--- config.mk ---
export PLATFORM = sky130hd
export DESIGN_NAME = id_ex_decode
export DESIGN_NICKNAME = d
export VERILOG_FILES = /design/src/rtl/alu_pkg.sv /design/src/rtl/alu_op_decoder.sv /design/src/rtl/id_ex_decode.sv
export SDC_FILE = /design/constraint.sdc
export NUM_CORES = 1
export LEC_CHECK = 0
export ABC_CLOCK_PERIOD_IN_PS = 2300
export BUFFER_PORTS_ARGS = -buffer_cell sky130_fd_sc_hd__buf_4
export CAP_MARGIN = 25
export CORE_MARGIN = 8
export CORE_UTILIZATION = 43
export DETAILED_ROUTE_END_ITERATION = 8
export GPL_TIMING_DRIVEN = 0
export PLACE_DENSITY_LB_ADDON = 0.1
export SYNTH_ARGS = -nofsm -noshare
export SYNTH_HDL_FRONTEND = slang
export SYNTH_SLANG_ARGS = --single-unit
export TNS_END_PERCENT = 50
--- constraint.sdc ---
create_clock -name clk -period 2.3 [get_ports clk]
set_clock_uncertainty 0.15 [all_clocks]
set_input_delay 0.23 -clock clk [delete_from_list [all_inputs] [get_ports clk]]
set_output_delay 0.23 -clock clk [all_outputs]
set_load 0.02 [all_outputs]
--- src/rtl/alu_pkg.sv ---
// ALU opcode table, MIPS opcode/funct constants and the decode-result struct
// shared by the ID->EX decoder.
package alu_pkg;

  localparam logic [4:0] ALU_ADD  = 5'b00000;
  localparam logic [4:0] ALU_SUB  = 5'b00001;
  localparam logic [4:0] ALU_AND  = 5'b00010;
  localparam logic [4:0] ALU_OR   = 5'b00011;
  localparam logic [4:0] ALU_NOR  = 5'b00100;
  localparam logic [4:0] ALU_SLL  = 5'b00101;
  localparam logic [4:0] ALU_SRL  = 5'b00110;
  localparam logic [4:0] ALU_SRA  = 5'b00111;
  localparam logic [4:0] ALU_SLT  = 5'b01000;
  localparam logic [4:0] ALU_LUI  = 5'b01001;
  localparam logic [4:0] ALU_BNE  = 5'b01010;
  localparam logic [4:0] ALU_BGTZ = 5'b01011;
  localparam logic [4:0] ALU_BGEZ = 5'b01100;

  localparam logic [5:0] OP_RTYPE = 6'h00;
  localparam logic [5:0] OP_REGIMM = 6'h01;
  localparam logic [5:0] OP_BEQ   = 6'h04;
  localparam logic [5:0] OP_BNE   = 6'h05;
  localparam logic [5:0] OP_BGTZ  = 6'h07;
  localparam logic [5:0] OP_ADDI  = 6'h08;
  localparam logic [5:0] OP_ADDIU = 6'h09;
  localparam logic [5:0] OP_SLTI  = 6'h0A;
  localparam logic [5:0] OP_ANDI  = 6'h0C;
  localparam logic [5:0] OP_ORI   = 6'h0D;
  localparam logic [5:0] OP_LUI   = 6'h0F;
  localparam logic [5:0] OP_LW    = 6'h23;
  localparam logic [5:0] OP_SW    = 6'h2B;

  localparam logic [5:0] FN_SLL  = 6'h00;
  localparam logic [5:0] FN_SRL  = 6'h02;
  localparam logic [5:0] FN_SRA  = 6'h03;
  localparam logic [5:0] FN_ADD  = 6'h20;
  localparam logic [5:0] FN_ADDU = 6'h21;
  localparam logic [5:0] FN_SUB  = 6'h22;
  localparam logic [5:0] FN_SUBU = 6'h23;
  localparam logic [5:0] FN_AND  = 6'h24;
  localparam logic [5:0] FN_OR   = 6'h25;
  localparam logic [5:0] FN_NOR  = 6'h27;
  localparam logic [5:0] FN_SLT  = 6'h2A;

  localparam logic [4:0] REGIMM_BGEZ = 5'd1;

  typedef enum logic [1:0] {
    IMM_RT   = 2'd0,
    IMM_SEXT = 2'd1,
    IMM_ZEXT = 2'd2
  } imm_sel_e;

  typedef struct packed {
    logic [4:0] alu_op;
    imm_sel_e   imm_sel;
    logic       dest_rd;    // 1: dest = rd (R-type), 0: dest = rt
    logic       reg_write;
    logic       illegal;
  } dec_t;

endpackage

--- src/rtl/alu_op_decoder.sv ---
// Combinational MIPS instruction classifier. Illegal-instruction flagging is
// only built when ID_EX_ILLEGAL_DETECT_EN is defined.
module alu_op_decoder
  import alu_pkg::*;
(
  input  logic [31:0] instr,
  output dec_t        dec
);

  logic [5:0] op, funct;
  logic [4:0] rt, rd;
  logic       unused_bits;

  assign op     = instr[31:26];
  assign rt     = instr[20:16];
  assign rd     = instr[15:11];
  assign funct  = instr[5:0];
  assign unused_bits = ^{instr[25:21], instr[10:6]};

  always_comb begin
    dec           = '0;
    dec.alu_op    = ALU_ADD;
    dec.imm_sel   = IMM_RT;
    case (op)
      OP_RTYPE: begin
        dec.dest_rd   = 1'b1;
        dec.reg_write = 1'b1;
        case (funct)
          FN_ADD, FN_ADDU: dec.alu_op = ALU_ADD;
          FN_SUB, FN_SUBU: dec.alu_op = ALU_SUB;
          FN_AND:          dec.alu_op = ALU_AND;
          FN_OR:           dec.alu_op = ALU_OR;
          FN_NOR:          dec.alu_op = ALU_NOR;
          FN_SLL:          dec.alu_op = ALU_SLL;
          FN_SRL:          dec.alu_op = ALU_SRL;
          FN_SRA:          dec.alu_op = ALU_SRA;
          FN_SLT:          dec.alu_op = ALU_SLT;
          default: begin
            dec.reg_write = 1'b0;
`ifdef ID_EX_ILLEGAL_DETECT_EN
            dec.illegal   = 1'b1;
`endif
          end
        endcase
        // writes to $zero are architecturally discarded
        if (rd == 5'd0) dec.reg_write = 1'b0;
      end
      OP_ADDI, OP_ADDIU, OP_LW: begin
        dec.imm_sel   = IMM_SEXT;
        dec.reg_write = 1'b1;
      end
      OP_SW:   dec.imm_sel = IMM_SEXT;
      OP_SLTI: begin
        dec.alu_op    = ALU_SLT;
        dec.imm_sel   = IMM_SEXT;
        dec.reg_write = 1'b1;
      end
      OP_ANDI: begin
        dec.alu_op    = ALU_AND;
        dec.imm_sel   = IMM_ZEXT;
        dec.reg_write = 1'b1;
      end
      OP_ORI: begin
        dec.alu_op    = ALU_OR;
        dec.imm_sel   = IMM_ZEXT;
        dec.reg_write = 1'b1;
      end
      OP_LUI: begin
        dec.alu_op    = ALU_LUI;
        dec.imm_sel   = IMM_ZEXT;
        dec.reg_write = 1'b1;
      end
      OP_BEQ:  dec.alu_op = ALU_SUB;
      OP_BNE:  dec.alu_op = ALU_BNE;
      OP_BGTZ: dec.alu_op = ALU_BGTZ;
      OP_REGIMM: begin
        if (rt == REGIMM_BGEZ) dec.alu_op = ALU_BGEZ;
`ifdef ID_EX_ILLEGAL_DETECT_EN
        else                   dec.illegal = 1'b1;
`endif
      end
      default: begin
`ifdef ID_EX_ILLEGAL_DETECT_EN
        dec.illegal = 1'b1;
`endif
      end
    endcase
  end

endmodule

--- src/rtl/id_ex_decode.sv ---
// One-stage registered ID->EX decoder with valid/ready handshake.
// Optional: ID_EX_ILLEGAL_DETECT_EN enables the registered ex_illegal flag.
module id_ex_decode
  import alu_pkg::*;
#(
  parameter int XLEN = 32
) (
  input  logic            clk,
  input  logic            rst_n,
  input  logic            id_valid,
  output logic            id_ready,
  input  logic [31:0]     id_instr,
  input  logic [XLEN-1:0] id_rs_data,
  input  logic [XLEN-1:0] id_rt_data,
  input  logic            ex_stall,
  input  logic            ex_flush,
  output logic            ex_valid,
  output logic [4:0]      ex_alu_op,
  output logic [XLEN-1:0] ex_arg1,
  output logic [XLEN-1:0] ex_arg2,
  output logic [4:0]      ex_shamt,
  output logic [4:0]      ex_dest,
  output logic            ex_reg_write,
  output logic            ex_illegal
);

  dec_t            dec;
  logic [XLEN-1:0] arg2_d;
  logic [4:0]      shamt_d, dest_d;
  logic [15:0]     imm;
  logic            load;
  logic            unused_rs;

  alu_op_decoder u_dec (.instr(id_instr), .dec(dec));

  assign imm       = id_instr[15:0];
  assign unused_rs = ^id_instr[25:21];
  assign id_ready  = !ex_valid || !ex_stall;
  assign load      = id_valid && id_ready;

  always_comb begin
    arg2_d = id_rt_data;
    case (dec.imm_sel)
      IMM_SEXT: arg2_d = {{(XLEN-16){imm[15]}}, imm};
      IMM_ZEXT: arg2_d = {{(XLEN-16){1'b0}}, imm};
      default:  arg2_d = id_rt_data;
    endcase
    dest_d  = dec.dest_rd ? id_instr[15:11] : id_instr[20:16];
    shamt_d = dec.dest_rd ? id_instr[10:6]  : 5'd0;
  end

  always_ff @(posedge clk or negedge rst_n) begin
    if (!rst_n) begin
      ex_valid     <= 1'b0;
      ex_alu_op    <= ALU_ADD;
      ex_arg1      <= '0;
      ex_arg2      <= '0;
      ex_shamt     <= '0;
      ex_dest      <= '0;
      ex_reg_write <= 1'b0;
    end else if (ex_flush) begin
      ex_valid     <= 1'b0;
    end else if (load) begin
      ex_valid     <= 1'b1;
      ex_alu_op    <= dec.alu_op;
      ex_arg1      <= id_rs_data;
      ex_arg2      <= arg2_d;
      ex_shamt     <= shamt_d;
      ex_dest      <= dest_d;
      ex_reg_write <= dec.reg_write;
    end else if (id_ready) begin
      ex_valid     <= 1'b0;
    end
  end

`ifdef ID_EX_ILLEGAL_DETECT_EN
  always_ff @(posedge clk or negedge rst_n) begin
    if (!rst_n)                   ex_illegal <= 1'b0;
    else if (!ex_flush && load)   ex_illegal <= dec.illegal;
  end
`else
  logic unused_ill;
  assign unused_ill = dec.illegal;
  assign ex_illegal = 1'b0;
`endif

endmodule

After elaboration in Yosys (flattened, before gate mapping)
Cells that the tools add are included.

cells by class
  mux-type cells = 14
  reduce and logical (&&, ||, !) cells = 14
  bitwise logic cells = 1
  equal/unequal tests = 25

operators with widths
  cell                                                 count
  one-hot mux 32 bit (2 select lines)                  1
  equality test 6 bit, second input constant           10
  one-hot mux 5 bit (9 select lines)                   1
  equality test 6 x 4 -> 1 bit, second input constant  6
  one-hot mux 4 bit (8 select lines)                   1
  equality test 6 x 3 -> 1 bit, second input constant  3
  equality test 6 x 2 -> 1 bit, second input constant  2
  zero test 6 bit                                      2
  OR reduction 11 bit                                  1
  2-to-1 mux 5 bit                                     2
  OR reduction 7 bit                                   1
  equality test 6 x 1 -> 1 bit, second input constant  1
  2-to-1 mux 1 bit                                     6
  equality test 5 x 1 -> 1 bit, second input constant  1
  zero test 5 bit                                      1
  OR reduction 5 bit                                   1
  2-to-1 mux 4 bit                                     1
  one-hot mux 2 bit (2 select lines)                   1
  nonzero test 3 bit                                   1
  OR reduction 3 bit                                   1
  equality test 2 x 1 -> 1 bit, second input constant  1
  equality test 2 bit, second input constant           1
  zero test 1 bit                                      2
  one-hot mux 1 bit (2 select lines)                   1
  other kinds (5)                                      5

word-level totals
  input port bits = 101
  logic and storage cells = 61
  flip-flop bits (word level) = 81
  output and inout bits = 83

Logic depth before layout (Yosys ltp)
  depth after elaboration = 5
  gate-level depth with buffers = 11
  mapped depth without buffers = 9

By module
Synthesis repeated with hierarchy kept, for this count alone.

second synthesis, totals
  cells, all modules = 318
  area total of the unflattened synthesis = 3831.2 µm²

modules (own cells, without submodules)
  module          area an instance (µm²)  cells an instance  instances  sequential area each (µm²)
  id_ex_decode    3452.1                  253                1          2026.9
  alu_op_decoder  379.1                   65                 1          0.0

Worst setup path before layout
No wires, ideal clock.

  path type = input to register
  start = input id_instr[27]
  end = register ex_arg2[22]
  path slack = -0.169 ns
  data arrival time = 2.193 ns
  stages on the path = 11
  path through = buf_2 nand2_1 nand2_1 mux2_2 or3_1 ha_1 clkbuf_1 inv_1 a31oi_2 buf_2 a21oi_1

on the way
  word-level cells in the longest chain between the ends = 5
  elaborated cells between the ends (all ways) = 14

RTL lines
  element                                                                     RTL line              RTL
  from (decl)                                                                 id_ex_decode.sv:12    input logic [31:0] id_instr,
  equality test 6 bit / equality test 6 x 4 -> 1 bit (equally long branches)  alu_op_decoder.sv:24  case (op)
  OR reduction 5 bit (no line) / OR reduction 3 bit (equally long branches)   -
  one-hot mux 2 bit (2 select lines) *                                        alu_op_decoder.sv:24
  equality test 2 bit / equality test 2 x 1 -> 1 bit (equally long branches)  id_ex_decode.sv:43    case (dec.imm_sel)
  one-hot mux 32 bit (2 select lines) *                                       id_ex_decode.sv:43
  to (signal assigned)                                                        id_ex_decode.sv:67    ex_arg2 <= arg2_d;
  to (decl)                                                                   id_ex_decode.sv:20    output logic [XLEN-1:0] ex_arg2,

Mark *: on every way between the ends. The rest lies on a longest branch, timed or not.
A chain may end at the register's enable or synchronous reset.

Worst setup path in the final report
  start = input id_instr[27]
  end = register ex_arg2[23]

The elaborated chain is that of the path after synthesis.

==> results.json <==
{
  "worstPathArrival_ns": 2.28,
  "clk_pin_slew_ns": 0.09,
  "fmaxAchievable_mhz": 455.0,
  "n_fill_cell": 658,
  "outcome": "finished, violations left",
  "cts_root_buffer": "clkbuf_8",
  "hpwlAfterDp_microns": 9044,
  "seq_area_frac_synth_pct": 54.00,
  "cts_buffers": 9,
  "ioPinCount": 184,
  "power_density_nw_per_um2": 662.4,
  "min_period_ns": 2.198,
  "grt_util_met3_pct": 5.969,
  "row_count": 34,
  "worstPathMaxFanout": 10,
  "cts_tree": "built",
  "drt_iter0_drc": 187,
  "place_congestion": 0.8642,
  "drc": 0,
  "drive_gt1_share_pct": 35.45,
  "layout.nets": 775,
  "rsz0062_at_grt": "false",
  "drt-wirelength-per-cell_microns": 16.54,
  "grt_pass1_wl_microns": 20370,
  "synthArstFlopShare_pct": 100.0,
  "relSlewSlack_pct": 52.44,
  "ir_drop_mv": 0.3824,
  "portBuffers": 174,
  "synth.cells.most_frequent": "135 x nand2_1, 80 x dfrtp_1, 59 x nor2_1",
  "reg2reg_slack_ns": 0.49,
  "seq_area_sq_um": 2002,
  "antenna_cells": 0,
  "synth-warning-count": 0,
  "clock_sinks": 80,
  "post-place-ws_ns": -0.4127,
  "ys_ff_latch": 80,
  "met1_usage_pct": 25.80,
  "yosysMostFrequentCell": "nand2_1",
  "die_h_microns": 108.9,
  "finalMaxSlewViolations": 0,
  "initial_utilization_pct": 43.36,
  "synth_top_cell_area_share_pct": 54.00,
  "grt_remaining_overflow": 0,
  "critical_path_class": "input pin to register",
  "grt_max_degree": 81,
  "worst_pin_slew_ns": 0.7134,
  "synth.avg_cell_area_sq_um": 8.806,
  "area_growth_pct": 65.91,
  "core_sq_um": 8551,
  "hold_viol_final": 3,
  "vias": 3890,
  "postRouteAntennaNets": 0,
  "crit_required_ns": 2.39,
  "synth_area_sq_um": 3707,
  "whs_ns": -0.01028,
  "dpl_cell_area_sq_um": 5174,
  "maxCapViolations": 0,
  "grt_pass1_vias": 3992,
  "vias_per_cell": 4.955,
  "dr.pass1.iters": 4,
  "fin_area_sq_um": 6151,
  "synth_top_cell_by_area": "dfrtp_1",
  "crit_path_end_kind": "register",
  "violations": "hold timing",
  "worst_skew_pair.late_latency_ns": 0.34,
  "setup_viol": 0,
  "synthTopCellsByArea": "dfrtp_1 54%, nand2_1 14%, nor2_1 6.0%",
  "track_usage_pct": 21.79,
  "fin_ws_ns": 0.1023,
  "synth_edf_count": 0,
  "antenna_found_initial": 0,
  "die-width_microns": 108.9,
  "ys.flop_type": "dfrtp_1",
  "yosysUniqueCellTypes": 46,
  "die_area_sq_um": 11850,
  "met2_usage_pct": 37.93,
  "syn_inst": 421,
  "leakage_uw": 0.003092,
  "hold_path.class": "input pin to register",
  "grt-busiest-layer": "met2",
  "post-route-period-util_pct": 95.55,
  "start_kind": "input pin",
  "htree_levels": 3,
  "wirelength_microns": 12980,
  "multiInputGateArea_sq_um": 1628,
  "cts_buffer_depth": 2
}
## final cells by class
cell class	count	share of cell area, %
Clock inverter	5	1.322
Timing Repair Buffer	239	32.02
Multi-Input combinational cell	307	26.46
Inverter	5	0.3051
Clock buffer	11	2.136
Tap cell	108	2.197
Buffer	30	3.011
Sequential cell	80	32.55
## critical path: stages
cell and delay [ns]:
buf_4 0.11, buf_2 0.18, nand2_2 0.10, nand2_1 0.05, mux2_2 0.26, or3_1 0.31
ha_1 0.30, buf_6 0.15, inv_1 0.07, a31oi_4 0.28, buf_6 0.17, a21oi_1 0.07
## timing repair
item                       4_1_cts  5_1_grt
setup endpoints to repair       25       30
buffers inserted                 2        2
pin swaps                        1        2
resized for setup                4       26
hold buffers                    56        3
cloned                           0        1
hold endpoints to repair       134        3
## logic make-up (layout without fill, tap and decap cells)
| logic type | after synthesis | after routing | synth area share, % |
|---|---|---|---|
| xor gates and xnor gates | 1 | 1 | 0.2363 |
| muxes | 6 | 6 | 1.654 |
| AOI/OAI and AO/OA | 67 | 67 | 11.98 |
| other | 1 | 2 | 0.1012 |
| adders and majority gates | 2 | 2 | 0.6749 |
| and+or+nand+nor | 229 | 229 | 26.63 |
| buffers and inverters | 35 | 290 | 4.725 |
| DFF | 80 | 80 | 54.00 |
## stage by stage
stage	instances	hold slack (ns)	utilization [%]	total power, uW	setup TNS [ns]
after floorplan	422	-0.2156	-	2271	-0.009331
after global placement	704	0.2436	60.51	2844	-10.92
after detailed placement	704	0.2457	60.51	2871	-11.78
after CTS	778	0.0008541	69.84	4060	0
after global routing	785	0.004100	71.93	4285	0
final	785	-0.01028	71.93	4074	0
## routing by layer
metal,vias to the layer above,wire length [microns],share of wire [%]
met5,-,0,0
met4,0,155,1.2
met3,13,1027,7.9
met2,142,6505,50
met1,1831,5293,41
li1,1904,-,-
## state kept, by name (all words and copies together), names as in the netlist
register,cells
ex_arg2,32
ex_reg_write,1
ex_shamt,5
ex_arg1,32
ex_dest,5
ex_valid,1
ex_alu_op,4
## path summary, 6_finish.rpt
| path | to | start | cells past startpoint |
|---|---|---|---|
| max | ex_arg2[23]$_DFFE_PN0P_ | id_instr[27] | 12 |
| min | ex_arg2[6]$_DFFE_PN0P_ | id_rt_data[6] | 3 |
| max reg2reg | ex_arg2[11]$_DFFE_PN0P_ | ex_valid$_DFFE_PN0P_ | 7 |
| min reg2reg | ex_arg1[11]$_DFFE_PN0P_ | ex_arg1[11]$_DFFE_PN0P_ | 2 |
| max in group asynchronous | ex_reg_write$_DFFE_PN0P_ | rst_n | 3 |
| min in group asynchronous | ex_arg1[11]$_DFFE_PN0P_ | rst_n | 2 |
## cell usage in the layout, fill, tap and decap left out, types with 2 or more instances in the layout
cell | netlist | layout
nor2_1 | 59 | 58
bufinv_16 | 0 | 2
o21ai_0 | 8 | 8
dlygate4sd3_1 | 0 | 59
nand4_1 | 3 | 3
o21ai_1 | 6 | 6
a21oi_1 | 21 | 21
dfrtp_1 | 80 | 80
nand2b_1 | 4 | 4
nor3_1 | 2 | 2
a221oi_2 | 0 | 12
a31oi_1 | 3 | 3
clkbuf_8 | 0 | 9
nand2_1 | 135 | 134
clkbuf_1 | 8 | 6
o211ai_1 | 5 | 5
a221oi_1 | 16 | 4
nand2_2 | 1 | 2
buf_2 | 17 | 15
mux2i_1 | 5 | 5
nand3_1 | 2 | 2
conb_1 | 1 | 2
inv_1 | 5 | 5
buf_4 | 4 | 182
nor3b_1 | 3 | 3
buf_6 | 1 | 6
a22o_1 | 2 | 2
ha_1 | 2 | 2
and3_1 | 3 | 3
nor2b_1 | 2 | 2
or3_1 | 3 | 3
and2_1 | 2 | 2
## power by group
group	switching, uW	internal, uW	total (uW)
registers	112	1600	1710
logic	670	573	1240
clock network	505	613	1120
total	1290	2790	4070
Power figures use the tool's default switching activity.
